--- config.mk ---
export PLATFORM = sky130hd
export DESIGN_NAME = hazard_ctrl
export DESIGN_NICKNAME = d
export VERILOG_FILES = /design/src/rtl/core_pkg.sv /design/src/rtl/hazard_cnt.sv /design/src/rtl/hazard_ctrl.sv
export SDC_FILE = /design/constraint.sdc
export NUM_CORES = 1
export LEC_CHECK = 0
export CORE_UTILIZATION = 50
export CTS_BUF_LIST = sky130_fd_sc_hd__clkbuf_4
export CTS_CLUSTER_SIZE = 20
export DETAILED_ROUTE_END_ITERATION = 12
export GPL_ROUTABILITY_DRIVEN = 0
export PLACE_DENSITY = 0.88
export SLEW_MARGIN = 20
export SYNTH_ARGS = -nofsm -noshare
export SYNTH_HDL_FRONTEND = slang
export SYNTH_SLANG_ARGS = --single-unit
--- constraint.sdc ---
create_clock -name clk -period 7.1 [get_ports clk]
set_input_delay 2.13 -clock clk [delete_from_list [all_inputs] [get_ports clk]]
set_output_delay 2.13 -clock clk [all_outputs]
set_load 0.05 [all_outputs]
--- src/rtl/core_pkg.sv ---
// Shared definitions for the RV32I core front end: register-address width,
// the canonical NOP encoding and the hazard controller state encoding.
package core_pkg;

  localparam int REG_W = 5;
  localparam logic [31:0] NOP_INSTR = 32'h0000_0013;

  typedef enum logic [1:0] {
    RUN      = 2'd0,
    LU_STALL = 2'd1,
    DISCARD  = 2'd2
  } hz_state_t;

endpackage

--- src/rtl/hazard_cnt.sv ---
// Saturating up-counter with enable; sticks at all-ones instead of wrapping.
module hazard_cnt #(
  parameter int W = 16
) (
  input  logic         clk,
  input  logic         rst,
  input  logic         en,
  output logic [W-1:0] cnt
);

  always_ff @(posedge clk or negedge rst) begin
    if (!rst) begin
      cnt <= '0;
    end else if (en && (cnt != {W{1'b1}})) begin
      cnt <= cnt + 1'b1;
    end
  end

endmodule

--- src/rtl/hazard_ctrl.sv ---
// Front-end sequencing controller: resolves EX redirects, load-use hazards and
// instruction-memory wait states into PC / IF-ID / ID-EX controls.
module hazard_ctrl
  import core_pkg::*;
#(
  parameter int LOAD_LAT = 1,
  parameter int CNT_W    = 16
) (
  input  logic             clk,
  input  logic             rst,
  input  logic [REG_W-1:0] id_rs1,
  input  logic [REG_W-1:0] id_rs2,
  input  logic             id_uses_rs1,
  input  logic             id_uses_rs2,
  input  logic [REG_W-1:0] ex_rd,
  input  logic             ex_mem_read,
  input  logic             ex_redirect,
  input  logic             imem_ready,
  output logic             pc_en,
  output logic             pc_sel,
  output logic             if_id_en,
  output logic             if_id_flush,
  output logic             id_ex_flush,
  output logic [CNT_W-1:0] stall_cnt,
  output logic [CNT_W-1:0] flush_cnt,
  output hz_state_t        dbg_state
);

  localparam logic [2:0] LAT_INIT = 3'(LOAD_LAT - 1);

  hz_state_t  state;
  logic [2:0] lat_cnt;
  logic       lu;
  logic       redirect_acc;

  assign lu = ex_mem_read && (ex_rd != '0) &&
              ((id_uses_rs1 && (id_rs1 == ex_rd)) ||
               (id_uses_rs2 && (id_rs2 == ex_rd)));

  assign dbg_state = state;

  always_comb begin
    pc_en        = 1'b1;
    pc_sel       = 1'b0;
    if_id_en     = 1'b1;
    if_id_flush  = 1'b0;
    id_ex_flush  = 1'b0;
    redirect_acc = 1'b0;
    if (!rst) begin
      pc_en       = 1'b0;
      if_id_flush = 1'b1;
      id_ex_flush = 1'b1;
    end else begin
      case (state)
        RUN: begin
          if (ex_redirect) begin
            pc_sel       = 1'b1;
            if_id_flush  = 1'b1;
            id_ex_flush  = 1'b1;
            redirect_acc = 1'b1;
          end else if (lu) begin
            pc_en       = 1'b0;
            if_id_en    = 1'b0;
            id_ex_flush = 1'b1;
          end else if (!imem_ready) begin
            pc_en       = 1'b0;
            if_id_flush = 1'b1;
          end
        end
        LU_STALL: begin
          pc_en       = 1'b0;
          if_id_en    = 1'b0;
          id_ex_flush = 1'b1;
        end
        DISCARD: begin
          pc_en       = 1'b0;
          if_id_flush = 1'b1;
        end
        default: begin
          pc_en       = 1'b0;
          if_id_flush = 1'b1;
          id_ex_flush = 1'b1;
        end
      endcase
    end
  end

  // A redirect with no fetch returned leaves a wrong-path word in flight;
  // DISCARD waits for it and drops it.
  always_ff @(posedge clk or negedge rst) begin
    if (!rst) begin
      state   <= RUN;
      lat_cnt <= 3'd0;
    end else begin
      case (state)
        RUN: begin
          if (ex_redirect) begin
            state <= imem_ready ? RUN : DISCARD;
          end else if (lu && (LOAD_LAT > 1)) begin
            state   <= LU_STALL;
            lat_cnt <= LAT_INIT;
          end
        end
        LU_STALL: begin
          lat_cnt <= lat_cnt - 3'd1;
          if (lat_cnt == 3'd1) state <= RUN;
        end
        DISCARD: begin
          if (imem_ready) state <= RUN;
        end
        default: state <= RUN;
      endcase
    end
  end

  hazard_cnt #(.W(CNT_W)) u_stall_cnt (
    .clk (clk),
    .rst (rst),
    .en  (!pc_en),
    .cnt (stall_cnt)
  );

  hazard_cnt #(.W(CNT_W)) u_flush_cnt (
    .clk (clk),
    .rst (rst),
    .en  (redirect_acc),
    .cnt (flush_cnt)
  );

endmodule

==> results summary, run 1 <==
The run finished with clean final reports. The clock passes through at most 2 buffers. For hold timing, the worst endpoint is u_stall_cnt.cnt[14]$_DFFE_PN0P_.

The clock latency at the later pin of the worst-skew pair is 0.34 ns. Tracing the worst setup path back leads to its startpoint at ex_rd[1]. In this run the remaining antenna-violating nets after routing total 0. The number of vias in the routed layout is 1482. The residual DRC count came out at 0. The max-capacitance violation count is 0. The number of antenna violations at the first check in global routing is 0. Timing would allow up to 151.1 MHz. The via count of the first global-routing pass is 1468. The DRC violation total after the first TritonRoute iteration came out at 61. The synthesized net count came out at 183. Cells fill around 79% of the core in the end. The critical path class is primary input to output pin. After detailed routing, the number of vias per cell comes to 5.509. The initial utilization of the core area, before any placement, comes to 54.60%. The max-slew violation total from the final report came out at 0. The share of power burned in registers came out at 36.7%.

The clock-pin slew on the worst setup and hold paths is roughly 0.11 ns. In the final layout, the share of cells above drive strength 1 is between 10% and 20%. The worst setup path is captured at an output pin. Setup repair after global routing left no endpoint under its margin. The mean routed wirelength per cell came out at approximately 15 um.

For this design, the sink count on the clock tree is 33. The area taken by flip-flops and latches came out at approximately 830 um^2. The cell type with the highest occurrence count on the critical path is clkdlybuf4s50_1.

The leakage power came out at 1.051 nW. Ranked by total cell area, the synthesized netlist is headed by dfrtp_1, xnor2_1, nand4_1, xor2_1, nand2_1. The longest individual stage delay on the worst path is 0.70 ns. The reg-to-reg setup timing slack came out at 4.96 ns. The quantity of hold-fixing buffers added after cts is 0. The first-pass GRT wire length came out at 6768 um. The library cell used most frequently in the layout, excluding fill and tap cells, is clkdlybuf4s50_1. The transition time at the pin with the least slew margin came out at 0.5079 ns. Global routing consumed, over all layers together, around a quarter of the routing resources. The fraction of the cycle the final worst path needs is 93.19%.

The combined area of all synthesized cells came out at between 0.0015 and 0.002 mm^2. The area growth from synthesis to layout is 45.13%. The power per unit of standard cell area came out at 296.6 mW/mm^2. The cell depth of the worst flop-to-flop path is 7.

The post-synthesis area per instance came out at 10.83 um^2. The total negative slack came out at 0 ns. The minimum clock period after layout came out at 6.617 ns. The number of placed I/O pins is 61. The largest individual stage delay along the critical path comes from the cell clkdlybuf4s50_1. The critical path required time came out at 4.97 ns. The width of the die is 60.68 um. Synthesis instantiated 37 different standard cells from the library. The relative slew slack came out at 66.04%.

The count of endpoints failing hold in the final timing report came to 0. The switching power share of the total came out at 40.09%. The design internal power came out at 443.9 uW. After the last flow step, the layout net total stands at around 250.

The setup violation total in the final timing report is 0. The sum of overflow across all layers after global routing came out at 0. TritonCTS created 5 clock buffers. The analysis attributes to net switching a power of 297.1 uW. The number of synthesis warnings came out at 0. The region available for standard cell placement spans 0.003153 mm^2. The number of flip-flops and latches in the synthesized netlist is 33.

The classification of the worst-slack hold path is flip-flop to flip-flop. Combinational logic burns 39.5% of the power. The endpoint identified for the worst register-to-register timing path is u_flush_cnt.cnt[13]$_DFFE_PN0P_.

The die is approximately 60 um tall. Across the routed clock network, the largest skew measured is 0.01037 ns. The sequential-to-total area share from yosys stat is roughly 48%. The kind of cell with the highest combined delay along the critical path is buffers and inverters.

The total buffers and inverters traversed by the critical path came out at 2. The number of gates given a new drive strength after cts came out at 0. In the final layout, the multi-input gates occupy 869.6 um^2.

The HPWL after detailed placement is 3156 um. Row generation in the floorplan step produced 20 rows. In this run the critical register-to-register path is launched from u_flush_cnt.cnt[0]$_DFFE_PN0P_.

The area of the die came out at approximately 0.0037 mm^2. The H-tree was split into 2 levels. The number of input and output port buffers inserted came out at 59.

The largest voltage drop on the vdd net is between 0.2 and 0.3 mV. Along the worst path, the maximum fanout reaches 4. The root buffer cell is clkbuf_4. Of the post-synthesis cell area, the dominant cell type holds 47.97%. The fill cell total of the finished layout is 212.

The number of diodes came out at 0. The worst hold path stage count is 1. In this run the most critical hold path is launched from u_stall_cnt.cnt[14]$_DFFE_PN0P_.

The detailed-router iteration count before antenna repair came out at 4. The count of mapped cells out of synthesis came out at 159. The synthesized design spends more area on one cell type than any other, namely dfrtp_1. The worst hold slack is slightly above 0.5 ns. Entering global routing, the biggest net connects 34 pins. The share of total power in the clock network is 23.8%. Traced cell by cell, the critical path runs through clkdlybuf4s50_1 -> or4_1 -> o21a_1 -> and2_2 -> nor2_1 -> o21ai_0 -> clkdlybuf4s50_1. The data arrival at the endpoint of the critical path came out at about 4.5 ns. Buffers added to address setup during post-CTS repair amount to 0. The critical path launch point type is a primary input. The top cell types in the final layout, fill and taps aside, are clkdlybuf4s50_1, dfrtp_1, xnor2_1. The final routed wirelength across all metal layers is 4130 um.

TritonCTS built the clock tree.
## logic make-up (layout without fill, tap and decap cells)
kind of cell    after synthesis  count (layout)  synth area share [%]
xor+xnor                     39              39                 19.84
fa+ha+maj                     2               2                 1.453
simple gates                 67              67                 22.75
buf+inv                       4              70                 1.526
compound gates               10              10                 4.143
flops                        33              33                 47.97
other cells                   1               1                0.2178
mux                           3               3                 2.107
## worst max-delay path by stage
stage / end / slack (ns) / cells after the start
after global placement: id_ex_flush / 0.58 / 7
final: id_ex_flush / 0.48 / 7
after floorplan: if_id_flush / 0.84 / 4
after detailed placement: id_ex_flush / 0.50 / 7
after global routing: id_ex_flush / 0.41 / 7
after CTS: id_ex_flush / 0.50 / 7
## cells in the mapped netlist, drive strengths merged
| cell type | number |
|---|---|
| dfrtp | 33 |
| xnor2 | 30 |
| nand4 | 17 |
| nand2 | 11 |
| xor2 | 9 |
| nand3 | 8 |
| nor2 | 6 |
| and2 | 5 |
| and3 | 5 |
| and4 | 5 |
| nor3 | 4 |
| o21ai | 3 |
| a21oi | 2 |
| buf | 2 |
| ha | 2 |
| inv | 2 |
| mux2 | 2 |
| a41oi | 1 |
| and2b | 1 |
| conb | 1 |
| mux2i | 1 |
| nand2b | 1 |
| nor2b | 1 |
| nor3b | 1 |
| o21a | 1 |
| o221a | 1 |
| o221ai | 1 |
| o22ai | 1 |
| or4 | 1 |
| or4b | 1 |
## metrics by stage
step	setup WS (ns)	instances	instance area, um^2	power (mW)
after global placement	0.5819	261	2396	0.5587
final	0.4832	269	2499	0.7410
after floorplan	0.8429	159	1722	0.4553
after detailed placement	0.5046	261	2396	0.5679
after CTS	0.5027	269	2499	0.7453
after global routing	0.4053	269	2499	0.7730
## power groups by stage
stage / registers [mW] / clock network [mW] / logic [mW]
floorplan: 0.378 / 0 / 0.0771
global placement: 0.271 / 0 / 0.288
detailed placement: 0.275 / 0 / 0.293
CTS: 0.271 / 0.179 / 0.295
global route: 0.279 / 0.185 / 0.310
finish: 0.272 / 0.176 / 0.293
## final cells by class
cell class	instances	area share [%]
well taps	44	2.203
clock inverters	3	2.604
flip-flops and latches	33	33.05
multi-input cells	122	34.80
inverters	2	0.3005
clock buffers	5	1.502
repair buffers	60	25.54
## sequential cells by signal (all words and copies together), names as in the netlist
| register | count |
|---|---|
| u_flush_cnt.cnt | 16 |
| u_stall_cnt.cnt | 16 |
| dbg_state | 1 |
## layer usage
metal / share of wire [%] / global-route usage [%]
met5: 0 / 0
met4: 1.3 / 11.36
met3: 5.9 / 5.970
met2: 50 / 42.86
met1: 43 / 30.78
Note: power is estimated with default switching activity, not from simulation.
==> run 2: changes to the inputs <==
--- a/config.mk
+++ b/config.mk
@@ -5,12 +5,13 @@
 export SDC_FILE = /design/constraint.sdc
 export NUM_CORES = 1
 export LEC_CHECK = 0
-export CORE_UTILIZATION = 50
+export CORE_UTILIZATION = 42
 export CTS_BUF_LIST = sky130_fd_sc_hd__clkbuf_4
 export CTS_CLUSTER_SIZE = 20
 export DETAILED_ROUTE_END_ITERATION = 12
 export GPL_ROUTABILITY_DRIVEN = 0
-export PLACE_DENSITY = 0.88
+export PLACE_DENSITY = 0.79
+export SKIP_CTS_REPAIR_TIMING = 1
 export SLEW_MARGIN = 20
 export SYNTH_ARGS = -nofsm -noshare
 export SYNTH_HDL_FRONTEND = slang
==> constraint.sdc (replaced) <==
create_clock -name clk -period 6 [get_ports clk]
set_input_delay 1.8 -clock clk [delete_from_list [all_inputs] [get_ports clk]]
set_output_delay 1.8 -clock clk [all_outputs]
set_load 0.05 [all_outputs]
==> results summary, run 2 (same netlist as run 1, synthesis figures left out) <==
The number of diodes is 0. The final non-filler cell total came out at ~270. After routing, the total negative slack on setup checks comes to 0 ns.

Dividing the detail-routed wire length by the instance count gives between 10 and 15 um. The detailed-placement wirelength estimate is 2795 um. Between clock sinks in the finished design, the worst skew comes to 0.006140 ns.

The critical path class is primary input to output pin. Setup repair after global routing left no endpoint under its margin. The number of placed I/O pins came out at 61. The final-stage net count is 248. The level count of the clock H-tree came out at 2.

Data on the critical path arrives at its endpoint at 3.74 ns. For this block, the via count after detailed routing is 1417. The core box area is 0.003799 mm^2. The reg-to-reg startpoint is u_flush_cnt.cnt[0]$_DFFE_PN0P_.

The total buffers and inverters traversed by the critical path is 2. The final routed wirelength across all metal layers is 3656 um. Dividing the detail-routed via count by the number of cells gives 5.190. The number of input and output port buffers inserted came out at 59. The run finished with clean final reports. The all-layer global routing usage came out at a little under a fifth. The fraction of the cycle the final worst path needs came out at 92.36%. The die is 66.03 um wide. The longest individual stage delay on the worst path came out at 0.54 ns. Traced cell by cell, the critical path runs through clkdlybuf4s50_1 -> or4_1 -> o21a_1 -> and2_2 -> o21ai_0 -> buf_12.

The largest net degree at the start of global routing is 35. The deepest clock path buffer count came out at 2. The relative slew slack came out at 64.74%. The clock-pin slew on the worst setup and hold paths came out at 0.10 ns.

In this run, the number of DRC markers left after iteration 0 of detailed routing was 47. Along the worst path, the maximum fanout reaches 4. The power per unit of standard cell area is ~340 mW/mm^2.

The transition time at the pin with the least slew margin is ~0.53 ns. The max-capacitance violation count came out at 0. Data on the critical path is required at its endpoint by 4.20 ns. The worst hold path terminates at u_stall_cnt.cnt[14]$_DFFE_PN0P_. The beginning of the worst hold path is u_stall_cnt.cnt[14]$_DFFE_PN0P_.

The worst setup path is launched from a primary input. The via count of the first global-routing pass came out at 1325. The classification of the worst-slack hold path is flip-flop to flip-flop. The final core utilization came out at 65.22%. The placed instances occupy a cell area of about 0.0024 mm^2. The detailed-router iteration count before antenna repair came out at 4. The initial standard-cell utilization of the core is 45.32%. The area growth from synthesis to layout is 43.90%. STA classifies the critical path endpoint as an output pin. In the routed design, unresolved DRC markers number 0. The count of endpoints failing hold in the final timing report came out at 0. The post-placement setup slack is 0.4751 ns. The CTS buffer count is 5. The die is 66.03 um tall. Once detail routing completed, the nets flagged for antenna violations numbered 0.

The root buffer cell is clkbuf_4. The area of the die is between 0.004 and 0.005 mm^2. Static timing analysis puts the maximum clock frequency at 180.5 MHz. The leakage power came out at 1.040 nW. In the layout the commonest cells are clkdlybuf4s50_1, dfrtp_1, xnor2_1. The share of post-route cells with drive strength above 1 came out at ~10%. The family of cells with the greatest summed delay on the critical path is simple AND/OR/NAND/NOR gates.

The slowest library cell on the worst path is or4_1. The sum of overflow across all layers after global routing came out at 0. The clock tree from TritonCTS is built.

The total instance count after detailed placement is 265. VDD sags by at most 0.3304 mV. The first-pass GRT wire length came out at 6341 um.

The worst hold path stage count is 1. The endpoint identified for the worst register-to-register timing path is u_flush_cnt.cnt[13]$_DFFE_PN0P_. The minimum clock period after layout came out at 5.542 ns. At the later pin of the worst-skew pair, clock insertion delay measures 0.33 ns. The count of standard-cell rows is 22. The post-route standard cell area excluding fillers came out at 0.002477 mm^2. The most frequent standard cell in the layout excluding fill and tap cells is clkdlybuf4s50_1. In the post-route analysis, the smallest setup slack over all paths is 0.4585 ns. The number of sinks on the clock net is 33. The cell depth of the worst flop-to-flop path came out at 7. The number of antenna violations at the first check in global routing came out at 0. The reg-to-reg setup timing slack is 3.95 ns. The max-slew violation total from the final report is 0. Setup violations remaining at the end of the flow were counted as 0.

The most critical setup path has its startpoint at ex_rd[1].
[run 2: how the worst max path moves through the flow]
stage / slack (ns) / end / cells past startpoint
3_3_place_gp: 0.51 / if_id_flush / 6
6_report: 0.46 / pc_en / 6
2_1_floorplan: 0.40 / if_id_flush / 4
3_5_place_dp: 0.48 / if_id_flush / 6
5_1_grt: 0.35 / if_id_flush / 6
4_1_cts: 0.46 / pc_en / 6
[run 2: metal layers]
metal  routed length [um]  part of all wire [%]  track usage [%]
met3                  175                   4.8            6.034
met2                 1595                    44            29.34
met4                   31                  0.85            3.989
met1                 1855                    51            26.59
met5                    0                     0                0
[run 2: layout make-up]
cell class	count	area [um^2]
fillers	326	1321
multi-input cells	122	869.6
flip-flops and latches	33	825.8
repair buffers	60	635.6
well taps	48	60.06
clock buffers	6	45.04
clock inverters	2	33.78
inverters	2	7.507
[run 2: report_power, final]
part | total, mW | internal (mW) | switching (mW) | leakage (nW)
logic | 0.343 | 0.134 | 0.209 | 0.563
registers | 0.321 | 0.261 | 0.0598 | 0.433
clock network | 0.166 | 0.0913 | 0.0746 | 0.0433
total | 0.830 | 0.487 | 0.343 | 1.04
[run 2: worst register-to-register path: stages (launching register included)]
cell     delay [ns]
dfrtp_1        0.48
ha_1           0.31
nand4_1        0.12
nor3_1         0.06
or4b_1         0.53
nor2_1         0.19
nand3_1        0.12
xnor2_1        0.13
[run 2: stage by stage]
step                hold WS (ns)  power, mW
global route              0.5083     0.8751
detailed placement        0.4783     0.6676
CTS                       0.4920     0.8357
global placement          0.4754     0.6645
floorplan                 0.7834     0.5388
finish                    0.4905     0.8302
==> run 3: changes to the inputs <==
--- a/config.mk
+++ b/config.mk
@@ -7,6 +7,7 @@
 export LEC_CHECK = 0
 export CORE_UTILIZATION = 42
 export CTS_BUF_LIST = sky130_fd_sc_hd__clkbuf_4
+export CTS_CLUSTER_DIAMETER = 50
 export CTS_CLUSTER_SIZE = 20
 export DETAILED_ROUTE_END_ITERATION = 12
 export GPL_ROUTABILITY_DRIVEN = 0
==> results of run 3 <==
No change in the layout: final DEF, timing and power equal those of run 2.
